File: src/rtl/spi_master_pkg.sv
// Shared constants for the SPI mode-0 master: register word addresses,
// bit-engine state encodings and the reset value of the clock divider.
package spi_master_pkg;

  localparam logic [7:0] ADDR_CTRL   = 8'h08;
  localparam logic [7:0] ADDR_STATUS = 8'h09;
  localparam logic [7:0] ADDR_START  = 8'h0a;
  localparam logic [7:0] ADDR_TX     = 8'h0b;
  localparam logic [7:0] ADDR_RX     = 8'h0c;
  localparam logic [7:0] ADDR_CLKDIV = 8'h0d;

  localparam logic [7:0] DEFAULT_CLKDIV = 8'h01;

  typedef enum logic [1:0] {
    ST_IDLE = 2'h0,
    ST_LOW  = 2'h1,
    ST_HIGH = 2'h2
  } spi_state_e;

endpackage

File: src/rtl/spi_bit_engine.sv
// Serial engine for one MSB-first mode-0 byte: SCK divider, bit counter and
// shift register. MISO is sampled on each rising SCK, MOSI changes on falling.
module spi_bit_engine
  import spi_master_pkg::*;
(
  input  logic       clk,
  input  logic       reset_n,
  input  logic       start,
  input  logic [7:0] tx,
  input  logic [7:0] clkdiv,
  input  logic       miso,
  output logic       sck,
  output logic       mosi,
  output logic [7:0] rx,
  output logic       idle
);

  spi_state_e state, state_next;
  logic [7:0] div_ctr, div_ctr_next;
  logic [7:0] shift, shift_next;
  logic [7:0] rx_next;
  logic [2:0] bit_ctr, bit_ctr_next;
  logic       sck_next, mosi_next;
  logic       div_done;

  // Compare before incrementing, so clkdiv=8'hff never wraps the counter.
  assign div_done = (div_ctr == clkdiv);
  assign idle     = (state == ST_IDLE);

  always_ff @(posedge clk) begin
    if (!reset_n) begin
      state   <= ST_IDLE;
      div_ctr <= 8'h00;
      bit_ctr <= 3'd0;
      shift   <= 8'h00;
      rx      <= 8'h00;
      sck     <= 1'b0;
      mosi    <= 1'b0;
    end else begin
      state   <= state_next;
      div_ctr <= div_ctr_next;
      bit_ctr <= bit_ctr_next;
      shift   <= shift_next;
      rx      <= rx_next;
      sck     <= sck_next;
      mosi    <= mosi_next;
    end
  end

  always_comb begin
    state_next   = state;
    div_ctr_next = div_ctr;
    bit_ctr_next = bit_ctr;
    shift_next   = shift;
    rx_next      = rx;
    sck_next     = sck;
    mosi_next    = mosi;
    case (state)
      ST_IDLE: begin
        if (start) begin
          state_next   = ST_LOW;
          mosi_next    = tx[7];
          sck_next     = 1'b0;
          bit_ctr_next = 3'd0;
          div_ctr_next = 8'h00;
          shift_next   = tx;
        end
      end
      ST_LOW: begin
        if (div_done) begin
          state_next   = ST_HIGH;
          sck_next     = 1'b1;
          shift_next   = {shift[6:0], miso};
          div_ctr_next = 8'h00;
        end else begin
          div_ctr_next = div_ctr + 8'h01;
        end
      end
      ST_HIGH: begin
        if (div_done) begin
          sck_next     = 1'b0;
          div_ctr_next = 8'h00;
          if (bit_ctr == 3'd7) begin
            state_next = ST_IDLE;
            rx_next    = shift;
            mosi_next  = 1'b0;
          end else begin
            // The next outgoing bit has already shifted up into bit 7.
            state_next   = ST_LOW;
            mosi_next    = shift[7];
            bit_ctr_next = bit_ctr + 3'd1;
          end
        end else begin
          div_ctr_next = div_ctr + 8'h01;
        end
      end
      default: state_next = ST_IDLE;
    endcase
  end

endmodule

File: src/rtl/spi_master.sv
// MMIO-mapped byte-wide SPI mode-0 flash master: register file, bus decode and SS.
// Optional SPI_MASTER_APP_LOCK_EN blocks writes and RX reads while fw_app_mode=1.
module spi_master
  import spi_master_pkg::*;
#(
  parameter logic [7:0] DEFAULT_CLKDIV = spi_master_pkg::DEFAULT_CLKDIV
) (
  input  logic        clk,
  input  logic        reset_n,
  input  logic        fw_app_mode,
  input  logic        cs,
  input  logic        we,
  input  logic [7:0]  address,
  input  logic [31:0] write_data,
  output logic [31:0] read_data,
  output logic        ready,
  output logic        spi_ss,
  output logic        spi_sck,
  output logic        spi_mosi,
  input  logic        spi_miso
);

  logic       ss_en;
  logic [7:0] tx;
  logic [7:0] clkdiv;
  logic [7:0] rx;
  logic       idle;
  logic       lock;
  logic       wr_ok;
  logic       start;
  logic       unused_bits;

`ifdef SPI_MASTER_APP_LOCK_EN
  assign lock = fw_app_mode;
`else
  assign lock = 1'b0;
`endif

  assign unused_bits = ^{fw_app_mode, write_data[31:8]};

  // Every register write, START included, is dropped while a byte is in flight.
  assign wr_ok = cs && we && idle && !lock;
  assign start = wr_ok && (address == ADDR_START);
  assign ready = cs;

  always_ff @(posedge clk) begin
    if (!reset_n) begin
      ss_en  <= 1'b0;
      spi_ss <= 1'b1;
      tx     <= 8'h00;
      clkdiv <= DEFAULT_CLKDIV;
    end else if (wr_ok) begin
      case (address)
        ADDR_CTRL: begin
          ss_en  <= write_data[0];
          spi_ss <= ~write_data[0];
        end
        ADDR_TX:     tx     <= write_data[7:0];
        ADDR_CLKDIV: clkdiv <= write_data[7:0];
        default: ;
      endcase
    end
  end

  always_comb begin
    read_data = 32'h0;
    if (cs) begin
      case (address)
        ADDR_CTRL:   read_data[0]   = ss_en;
        ADDR_STATUS: read_data[0]   = idle;
        ADDR_TX:     read_data[7:0] = tx;
        ADDR_RX:     read_data[7:0] = lock ? 8'h00 : rx;
        ADDR_CLKDIV: read_data[7:0] = clkdiv;
        default: ;
      endcase
    end
  end

  spi_bit_engine u_engine (
    .clk     (clk),
    .reset_n (reset_n),
    .start   (start),
    .tx      (tx),
    .clkdiv  (clkdiv),
    .miso    (spi_miso),
    .sck     (spi_sck),
    .mosi    (spi_mosi),
    .rx      (rx),
    .idle    (idle)
  );

endmodule
File: config.mk
export PLATFORM = sky130hd
export DESIGN_NAME = spi_master
export DESIGN_NICKNAME = d
export VERILOG_FILES = /design/src/rtl/spi_master_pkg.sv /design/src/rtl/spi_bit_engine.sv /design/src/rtl/spi_master.sv
export SDC_FILE = /design/constraint.sdc
export NUM_CORES = 1
export LEC_CHECK = 0
export ABC_CLOCK_PERIOD_IN_PS = 2500
export CAP_MARGIN = 0
export CORE_ASPECT_RATIO = 1.2
export CORE_UTILIZATION = 29
export CTS_BUF_LIST = sky130_fd_sc_hd__clkbuf_16
export DETAILED_ROUTE_END_ITERATION = 10
export PLACE_DENSITY = 0.5
export SLEW_MARGIN = 5
export SYNTH_ARGS = -nofsm -noshare
export SYNTH_HDL_FRONTEND = slang
export SYNTH_HIERARCHICAL = 1
export SYNTH_SLANG_ARGS = --single-unit
File: constraint.sdc
create_clock -name clk -period 2.5 [get_ports clk]
set_input_delay 0.5 -clock clk [delete_from_list [all_inputs] [get_ports clk]]
set_output_delay 0.5 -clock clk [all_outputs]
set_load 0.05 [all_outputs]
==> results_dict.tcl, run 1 <==
set metrics [dict create \
    status "completed" \
    start_util_pct 30.0 \
    cts.path.max_buffers 2 \
    cp_data_required_time_ns 2.00 \
    slowest_delay_ns 0.26 \
    die_area_mm2 0.0104 \
    synth-xor-area-share_pct 5.12 \
    placed_cell_area_mm2 0.00356 \
    critical_path_class "input pin to primary output" \
    finalSetupViolCount 0 \
    power_density_mw_per_mm2 424 \
    post-place-ws_ns -0.219 \
    whs_ns 0.474 \
    synth_compound_area_share_pct 12.4 \
    power_frac_clock_pct 40.6 \
    switchingPower_w 0.000422 \
    synthArstFlopShare_pct 0 \
    end_kind "primary output" \
    synth_top_flop_cell "dfxtp_1" \
    drive_gt1_share_pct 19.6 \
    final_cells 521 \
    max-cap-violations 0 \
    maxSlewViolCount 0 \
    synth_top_family_by_area "simple AND/OR/NAND/NOR gates" \
    gp_congestion 0.807 \
    layout_min_cycle_time_ns 2.44 \
    multiInputGateArea_mm2 0.00181 \
    nets 451 \
    portBuffers 32 \
    gr-total-overflow 0 \
    drt-initial-drc-count 153 \
    ff_latch_area_um2 981 \
    avgSynthCellArea_um2 8.56 \
    yosys.area_share.simple_pct 25.6 \
    grt_pass1_wl_um 12800 \
    fp-row-count 39 \
    setup_ws_ns 0.0554 \
    clk_pin_slew_ns 0.06 \
    cts_tree "done" \
    fin_crit_sh_pct 97.8 \
    antenna_found_initial 0 \
    final_area_mm2 0.00381 \
    wirelength_um 7730 \
    drt_first_pass_iters 4 \
    routed_via_density 5.03 \
    seqPwrFrac_pct 48.3 \
    hpwl_um 5620 \
    worst_pin_slew_ns 0.612 \
    synth_mux_area_share_pct 8.72 \
    routedWlPerCell_um 14.8 \
    areaGrowthSynthToFinish_pct 32.2 \
    drt-met1-wl_um 3450 \
    vdd_drop_max_mv 0.227 \
    ctsHoldBuffers 0 \
    synth.distinct_cells 51 \
    syn_area_mm2 0.00289 \
    met2_length_um 3740 \
    grt_max_degree 20 \
    die_y_um 111 \
    drc 0 \
    path_max_fanout 11 \
    synth_cells 337 \
    synthAdderAreaFrac_pct 3.47 \
    fmax_mhz 409 \
    skew_ns 0.00797 \
    wl_met3_um 425 \
    core_region_area_mm2 0.00961 \
    cts_made_buffers 5 \
    worstPathArrival_ns 1.94 \
    hold_viol_final 0 \
    crit_chain "dlygate4sd2_1, nor4_4, buf_4, buf_6, nand3_1, a31oi_4, buf_4, buf_12" \
    place_inst 512 \
    start_kind "input pin" \
    fp.dieW_um 93.1 \
    crit_top_cell "buf_4" \
    synth_edf_count 0 \
    yosysSeqAreaShare_pct 34.0 \
    vias 2620 \
    hold_class "flip-flop to flip-flop" \
    relSlewSlack_pct 59.1 \
    cts_root_buffer "clkbuf_16" \
    htree_levels 2 \
    highest_layer "met4" \
    io_pins 82 \
    p_sw_share_pct 26.1 \
    final.fill_count 990 \
    ant_nets 0 \
    leakagePower_nw 1.34 \
    grt_pass1_vias 2586 \
    slowest_stage "dlygate4sd2_1" \
    pwr-share-comb_pct 11.1 \
    p_int_w 0.00119 \
    clock_latency_ns 0.29 \
    yosys_register_bits 49 \
    yosysWarnings 6 \
    num_antenna_cells 0 \
    cts.sink_count 49 \
    grt_use_total_pct 15.6 \
]
==> sequential cells by signal, indices dropped and copies added (netlist names) <==
| register | cells |
|---|---|
| ss_en | 1 |
| spi_ss | 1 |
| u_engine/state | 2 |
| u_engine/bit_ctr | 3 |
| clkdiv | 8 |
| tx | 8 |
| u_engine/mosi | 1 |
| u_engine/rx | 8 |
| u_engine/sck | 1 |
| u_engine/shift | 8 |
| u_engine/div_ctr | 8 |
==> per-stage QoR <==
step           util (%)  setup TNS [ns]  power (W)
3_5_place_dp       37.0           -1.96   0.000976
2_1_floorplan         -          -0.790   0.000942
6_report           39.7               0    0.00162
4_1_cts            39.0               0    0.00163
3_3_place_gp       37.0           -2.18   0.000975
5_1_grt            39.7         -0.0225    0.00168
==> kinds of logic (layout without fill, tap and decap cells) <==
logic type,after synthesis,count (layout)
xor+xnor,13,13
mux,25,25
other cells,1,24
compound gates,54,54
flops,49,49
buf+inv,50,88
simple gates,137,137
fa+ha+maj,8,8
==> cells in the final DEF, fill, tap and decap left out, drive strengths merged, types with 8 or more instances in the layout <==
cell type	count
buf	51
dfxtp	49
nand2	35
nand3	31
mux2i	24
conb	24
nor2	20
a31oi	16
clkdlybuf4s50	15
nand4	15
xnor2	11
a22oi	9
and3	9
a21oi	9
ha	8
==> power by group through the flow <==
stage          Combinational, W  Clock, W  Sequential (W)
6_report               0.000179  0.000655        0.000781
5_1_grt                0.000191  0.000704        0.000780
4_1_cts                0.000176  0.000676        0.000780
3_5_place_dp           0.000177         0        0.000799
3_3_place_gp           0.000176         0        0.000799
2_1_floorplan          0.000144         0        0.000798
==> final timing paths <==
path | from | endpoint | slack [ns] | cells past startpoint
max reg2reg | u_engine/state[0]$_SDFFE_PN0P_ | u_engine/sck$_SDFFE_PN0P_ | 0.31 | 11
max | address[6] | read_data[4] | 0.06 | 8
min | ss_en$_SDFFE_PN0P_ | ss_en$_SDFFE_PN0P_ | 0.47 | 2
min reg2reg | ss_en$_SDFFE_PN0P_ | ss_en$_SDFFE_PN0P_ | 0.47 | 2
==> worst max-delay path: cells and delay by family <==
family / cells / cell delay (ns)
AO/OA/AOI/OAI: 1 / 0.20
AND/OR/NAND/NOR: 2 / 0.38
buffers and inverters: 5 / 0.87
==> cell type report <==
cell class / count / area share (%)
Multi-Input combinational cell: 261 / 47.4
Sequential cell: 49 / 25.7
Timing Repair Buffer: 74 / 18.7
Tap cell: 123 / 4.04
Clock buffer: 5 / 3.28
Inverter: 6 / 0.591
Clock inverter: 3 / 0.328
==> Yosys cell counts, types with 2 or more instances <==
cell / number / area share, %
a211o_1: 2 / 0.61
a211oi_1: 2 / 0.52
a21oi_1: 9 / 1.6
a22oi_1: 9 / 2.3
a31oi_1: 16 / 3.5
and3_1: 9 / 2.0
and4b_1: 2 / 0.69
buf_2: 5 / 0.87
buf_4: 28 / 7.3
clkbuf_1: 9 / 1.2
dfxtp_1: 49 / 34
ha_1: 8 / 3.5
inv_1: 6 / 0.78
mux2i_1: 24 / 8.3
nand2_1: 35 / 4.6
nand2b_1: 6 / 1.3
nand3_1: 31 / 5.4
nand3b_1: 2 / 0.52
nand4_1: 14 / 3.0
nor2_1: 19 / 2.5
nor2b_1: 3 / 0.65
nor3_1: 4 / 0.69
nor4b_1: 2 / 0.61
o21ai_0: 3 / 0.52
o21ai_1: 3 / 0.52
o221ai_1: 3 / 0.91
xnor2_1: 8 / 2.4
xnor2_2: 2 / 1.1
xor2_1: 2 / 0.61
==> routing by layer <==
| metal | track usage [%] | vias to the layer above |
|---|---|---|
| li1 | - | 1288 |
| met1 | 19.9 | 1233 |
| met2 | 26.2 | 92 |
| met3 | 2.81 | 7 |
| met4 | 5.13 | 0 |
| met5 | 0 | - |
==> timing repair <==
action                                  CTS  global route
pin swaps                                 1             0
buffers inserted                          2             0
resized for setup                        15            15
cloned                                    1             0
endpoints found under the setup margin    8             7
Note: power is estimated with default switching activity, not from simulation.
==> run 2: changes to the inputs <==
--- a/config.mk
+++ b/config.mk
@@ -8,10 +8,10 @@
 export ABC_CLOCK_PERIOD_IN_PS = 2500
 export CAP_MARGIN = 0
 export CORE_ASPECT_RATIO = 1.2
-export CORE_UTILIZATION = 29
+export CORE_UTILIZATION = 48
 export CTS_BUF_LIST = sky130_fd_sc_hd__clkbuf_16
 export DETAILED_ROUTE_END_ITERATION = 10
-export PLACE_DENSITY = 0.5
+export PLACE_DENSITY = 0.77
 export SLEW_MARGIN = 5
 export SYNTH_ARGS = -nofsm -noshare
 export SYNTH_HDL_FRONTEND = slang
==> run 2 against run 1 <==
Compared with the run above: sequential share of layout area is 0.12 points higher; largest power group unchanged; sequential cell count stayed put; worst setup slack worse by 0.0016 ns.
==> results_dict.tcl, run 2 (same netlist as run 1, synthesis figures left out) <==
set metrics [dict create \
    p_int_w 0.00129 \
    final_cells 474 \
    nets 448 \
    cts.path.max_buffers 2 \
    ff_latch_area_um2 981 \
    fin_crit_sh_pct 97.8 \
    final_common_cell "dfxtp_1" \
    cts_root_buffer "clkbuf_16" \
    final.fill_count 424 \
    min_path_cells 2 \
    num_antenna_cells 0 \
    clock_latency_ns 0.29 \
    multiInputGateArea_mm2 0.00183 \
    hold_class "flip-flop to flip-flop" \
    vdd_drop_max_mv 0.223 \
    finalSetupViolCount 0 \
    start_kind "input pin" \
    cts_made_buffers 5 \
    status "completed" \
    start_util_pct 50.2 \
    fmax_mhz 409 \
    critical_path_class "input pin to primary output" \
    gp_congestion 0.857 \
    max-cap-violations 0 \
    htree_levels 2 \
    ant_nets 0 \
    maxSlewViolCount 0 \
    seqPwrFrac_pct 45.6 \
    cp_data_required_time_ns 2.00 \
    die_area_mm2 0.00633 \
    switchingPower_w 0.000417 \
    grt_max_degree 31 \
    core_region_area_mm2 0.00574 \
    portBuffers 32 \
    path_max_fanout 11 \
    gr-total-overflow 0 \
    cts_tree "done" \
    highest_layer "met4" \
    clk_pin_slew_ns 0.06 \
    grt_use_total_pct 25.0 \
    drt-initial-drc-count 245 \
    p_sw_share_pct 24.4 \
    final_area_mm2 0.00380 \
    hold_viol_final 0 \
    placed_cell_area_mm2 0.00348 \
    layout_min_cycle_time_ns 2.45 \
    cts.sink_count 49 \
    wl_met3_um 382 \
    grt_pass1_wl_um 12000 \
    ctsHoldBuffers 0 \
    power_density_mw_per_mm2 451 \
    skew_ns 0.00347 \
    io_pins 82 \
    drc 0 \
    antenna_found_initial 0 \
    vias 2721 \
    wirelength_um 7630 \
    worst_pin_slew_ns 0.574 \
    relSlewSlack_pct 61.5 \
    die_y_um 86.9 \
    final_cell_mix "dfxtp_1 (49), nand2_1 (35), buf_4 (35)" \
    end_kind "primary output" \
    leakagePower_nw 1.34 \
    pwr-share-comb_pct 10.6 \
    hpwl_um 5190 \
    worstPathArrival_ns 1.95 \
    areaGrowthSynthToFinish_pct 31.6 \
    fp-row-count 30 \
    whs_ns 0.473 \
    setup-tns-final_ns 0 \
    drt-met1-wl_um 2900 \
    fp.dieW_um 72.8 \
    drive_gt1_share_pct 19.8 \
    power_frac_clock_pct 43.8 \
    routed_via_density 5.74 \
    grt_pass1_vias 2589 \
    routedWlPerCell_um 16.1 \
    place_inst 466 \
    reg2reg_depth 8 \
    met2_length_um 3990 \
    drt_first_pass_iters 4 \
]
run 2: what timing repair did:
action                                  4_1_cts  5_1_grt
gates cloned                                  2        0
buffers inserted                              2        0
pin swaps                                     5        1
endpoints found under the hold margin         0        0
gates resized for setup                      23       10
endpoints found under the setup margin        8        8
run 2: power groups by stage:
| stage | combinational [W] | sequential (W) | clock [W] |
|---|---|---|---|
| 4_1_cts | 0.000175 | 0.000781 | 0.000759 |
| 6_report | 0.000181 | 0.000781 | 0.000750 |
| 3_3_place_gp | 0.000172 | 0.000799 | 0 |
| 2_1_floorplan | 0.000144 | 0.000798 | 0 |
| 5_1_grt | 0.000191 | 0.000780 | 0.000802 |
| 3_5_place_dp | 0.000174 | 0.000799 | 0 |
run 2: area by class of cell:
cell class | count | share of cell area, %
Multi-Input combinational cell | 261 | 48.2
Sequential cell | 49 | 25.8
Timing Repair Buffer | 71 | 18.5
Clock buffer | 5 | 3.30
Tap cell | 80 | 2.64
Clock inverter | 2 | 0.923
Inverter | 6 | 0.593
run 2: metal layers:
| layer | vias up | global-route usage [%] |
|---|---|---|
| li1 | 1287 | - |
| met1 | 1281 | 27.5 |
| met2 | 120 | 45.4 |
| met3 | 33 | 3.82 |
| met4 | 0 | 13.5 |
| met5 | - | 0 |
run 2: critical path: stages:
cell	delay [ns]
dlygate4sd2_1	0.26
nor4_4	0.27
buf_6	0.17
buf_6	0.14
nand3_1	0.13
a31oi_4	0.20
buf_4	0.14
buf_12	0.13
run 2: per-stage QoR:
step	power [W]	worst slack, ns	utilization (%)
after global routing	0.00177	-0.00879	66.1
after global placement	0.000971	-0.182	60.7
after CTS	0.00172	0.0126	64.9
after detailed placement	0.000973	-0.230	60.7
after floorplan	0.000942	-0.132	-
final	0.00171	0.0538	66.1
run 2: path summary, 6_finish.rpt:
path | start | endpoint | slack, ns
max | address[4] | read_data[4] | 0.05
min | ss_en$_SDFFE_PN0P_ | ss_en$_SDFFE_PN0P_ | 0.47
max reg2reg | u_engine/state[1]$_SDFFE_PN0P_ | u_engine/shift[5]$_SDFFE_PN0P_ | 0.23
min reg2reg | ss_en$_SDFFE_PN0P_ | ss_en$_SDFFE_PN0P_ | 0.47
==> run 3: changes to the inputs <==
--- a/config.mk
+++ b/config.mk
@@ -5,7 +5,7 @@
 export SDC_FILE = /design/constraint.sdc
 export NUM_CORES = 1
 export LEC_CHECK = 0
-export ABC_CLOCK_PERIOD_IN_PS = 2500
+export ABC_CLOCK_PERIOD_IN_PS = 2300
 export CAP_MARGIN = 0
 export CORE_ASPECT_RATIO = 1.2
 export CORE_UTILIZATION = 48
==> constraint.sdc (replaced) <==
create_clock -name clk -period 2.3 [get_ports clk]
set_input_delay 0.46 -clock clk [delete_from_list [all_inputs] [get_ports clk]]
set_output_delay 0.46 -clock clk [all_outputs]
set_load 0.05 [all_outputs]
==> run 3 against run 2 <==
Compared with the run above: final cell count grew 0.21%; first-iteration DRC count decreased by 28%; global-route usage down 1.4 points; final area shrank 0.79%; sequential cell count stayed put; combinational power grew 9%; core utilization is 0.52 points lower; clock skew up 0.0015 ns; power grew 2.3%; critical path depth did not move; sequential power up 8.7%.
==> results_dict.tcl, run 3 (same netlist as run 1, synthesis figures left out) <==
set metrics [dict create \
    switchingPower_w 0.000455 \
    final_cell_mix "dfxtp_1 (49), nand2_1 (35), buf_4 (32)" \
    routed_via_density 5.69 \
    post-place-ws_ns -0.301 \
    num_antenna_cells 0 \
    ff_latch_area_um2 981 \
    die_area_mm2 0.00633 \
    p_int_w 0.00130 \
    cp_data_required_time_ns 1.84 \
    pwr-share-comb_pct 11.2 \
    htree_levels 2 \
    vias 2701 \
    grt_pass1_vias 2570 \
    drive_gt1_share_pct 20.8 \
    ctsHoldBuffers 0 \
    final.fill_count 454 \
    final_common_cell "dfxtp_1" \
    antenna_found_initial 0 \
    finalSetupViolCount 0 \
    hold_viol_final 0 \
    power_density_mw_per_mm2 465 \
    fmax_mhz 436 \
    seqPwrFrac_pct 48.4 \
    routedWlPerCell_um 15.7 \
    critical_path_class "input pin to primary output" \
    drc 0 \
    crit_chain "dlygate4sd2_1, nor4_4, buf_6, buf_8, nand3_1, a31oi_1, buf_4, buf_12" \
    end_kind "primary output" \
    drt_first_pass_iters 5 \
    multiInputGateArea_mm2 0.00180 \
    leakagePower_nw 1.33 \
    grt_max_degree 19 \
    cts_made_buffers 5 \
    areaGrowthSynthToFinish_pct 30.5 \
    ant_nets 0 \
    cts_root_buffer "clkbuf_16" \
    fin_crit_sh_pct 99.7 \
    io_pins 82 \
    grt_use_total_pct 23.6 \
    gr-total-overflow 0 \
    layout_min_cycle_time_ns 2.29 \
    max-cap-violations 0 \
    hold_class "flip-flop to flip-flop" \
    setup_ws_ns 0.00693 \
    worstPathArrival_ns 1.83 \
    hpwl_um 5200 \
    die_y_um 86.9 \
    p_sw_share_pct 26.0 \
    start_util_pct 50.2 \
    cts_tree "done" \
    clk_pin_slew_ns 0.06 \
    grt_pass1_wl_um 11500 \
    fp.dieW_um 72.8 \
    power_frac_clock_pct 40.3 \
    skew_ns 0.00498 \
    relSlewSlack_pct 60.1 \
    slowest_delay_ns 0.26 \
    fp-row-count 30 \
    worst_pin_slew_ns 0.594 \
    final_cells 475 \
    place_inst 467 \
    power_w 0.00175 \
    maxSlewViolCount 0 \
    slowest_stage "dlygate4sd2_1" \
    start_kind "input pin" \
    cts.sink_count 49 \
    status "completed" \
    portBuffers 32 \
    gp_congestion 0.823 \
    vdd_drop_max_mv 0.287 \
    clock_latency_ns 0.29 \
    cts.path.max_buffers 2 \
    wirelength_um 7470 \
    nets 448 \
    core_region_area_mm2 0.00574 \
    drt-initial-drc-count 176 \
    path_max_fanout 11 \
]
[run 3: per-stage QoR]
step / util [%] / hold slack, ns / TNS [ns] / instance area [um2]
after floorplan: - / 0.434 / -1.51 / 2980
after global placement: 61.4 / 0.451 / -4.51 / 3530
after detailed placement: 61.4 / 0.457 / -5.97 / 3530
after CTS: 64.1 / 0.466 / 0 / 3680
after global routing: 65.6 / 0.502 / -0.203 / 3770
final: 65.6 / 0.460 / 0 / 3770
[run 3: metal layers]
layer	global-route usage [%]	vias up	wire, um
li1	-	1282	-
met2	40.7	113	3900
met3	3.24	22	343
met4	15.2	0	265
met5	0	-	0
met1	27.1	1284	2960
[run 3: power groups by stage]
stage	logic [W]	registers (W)	clock network, W
detailed placement	0.000192	0.000868	0
global placement	0.000190	0.000868	0
finish	0.000197	0.000849	0.000707
floorplan	0.000157	0.000868	0
CTS	0.000190	0.000849	0.000716
global route	0.000208	0.000848	0.000739
[run 3: timing repair]
item	4_1_cts	5_1_grt
resized for setup	14	29
pin swaps	1	2
gates cloned	1	0
buffers inserted	1	0
endpoints found under the setup margin	8	8
[run 3: final timing paths]
| kind | from | endpoint | depth (start not counted) | slack, ns |
|---|---|---|---|---|
| setup / recovery | address[5] | read_data[6] | 8 | 0.007 |
| hold reg to reg | ss_en$_SDFFE_PN0P_ | ss_en$_SDFFE_PN0P_ | 2 | 0.46 |
| hold / removal | ss_en$_SDFFE_PN0P_ | ss_en$_SDFFE_PN0P_ | 2 | 0.46 |
| setup reg to reg | u_engine/state[0]$_SDFFE_PN0P_ | u_engine/shift[6]$_SDFFE_PN0P_ | 8 | 0.13 |
[run 3: area by class of cell]
type / instances / share of cell area [%]
multi-input cells: 261 / 47.9
inverters: 6 / 0.598
clock buffers: 5 / 3.32
flip-flops and latches: 49 / 26.0
well taps: 80 / 2.66
clock inverters: 3 / 0.332
repair buffers: 71 / 19.2
[run 3: worst max-delay path: cells and delay by family]
family,cells,cell delay [ns]
and+or+nand+nor,2,0.25
AOI/OAI and AO/OA,1,0.25
buffers and inverters,5,0.87
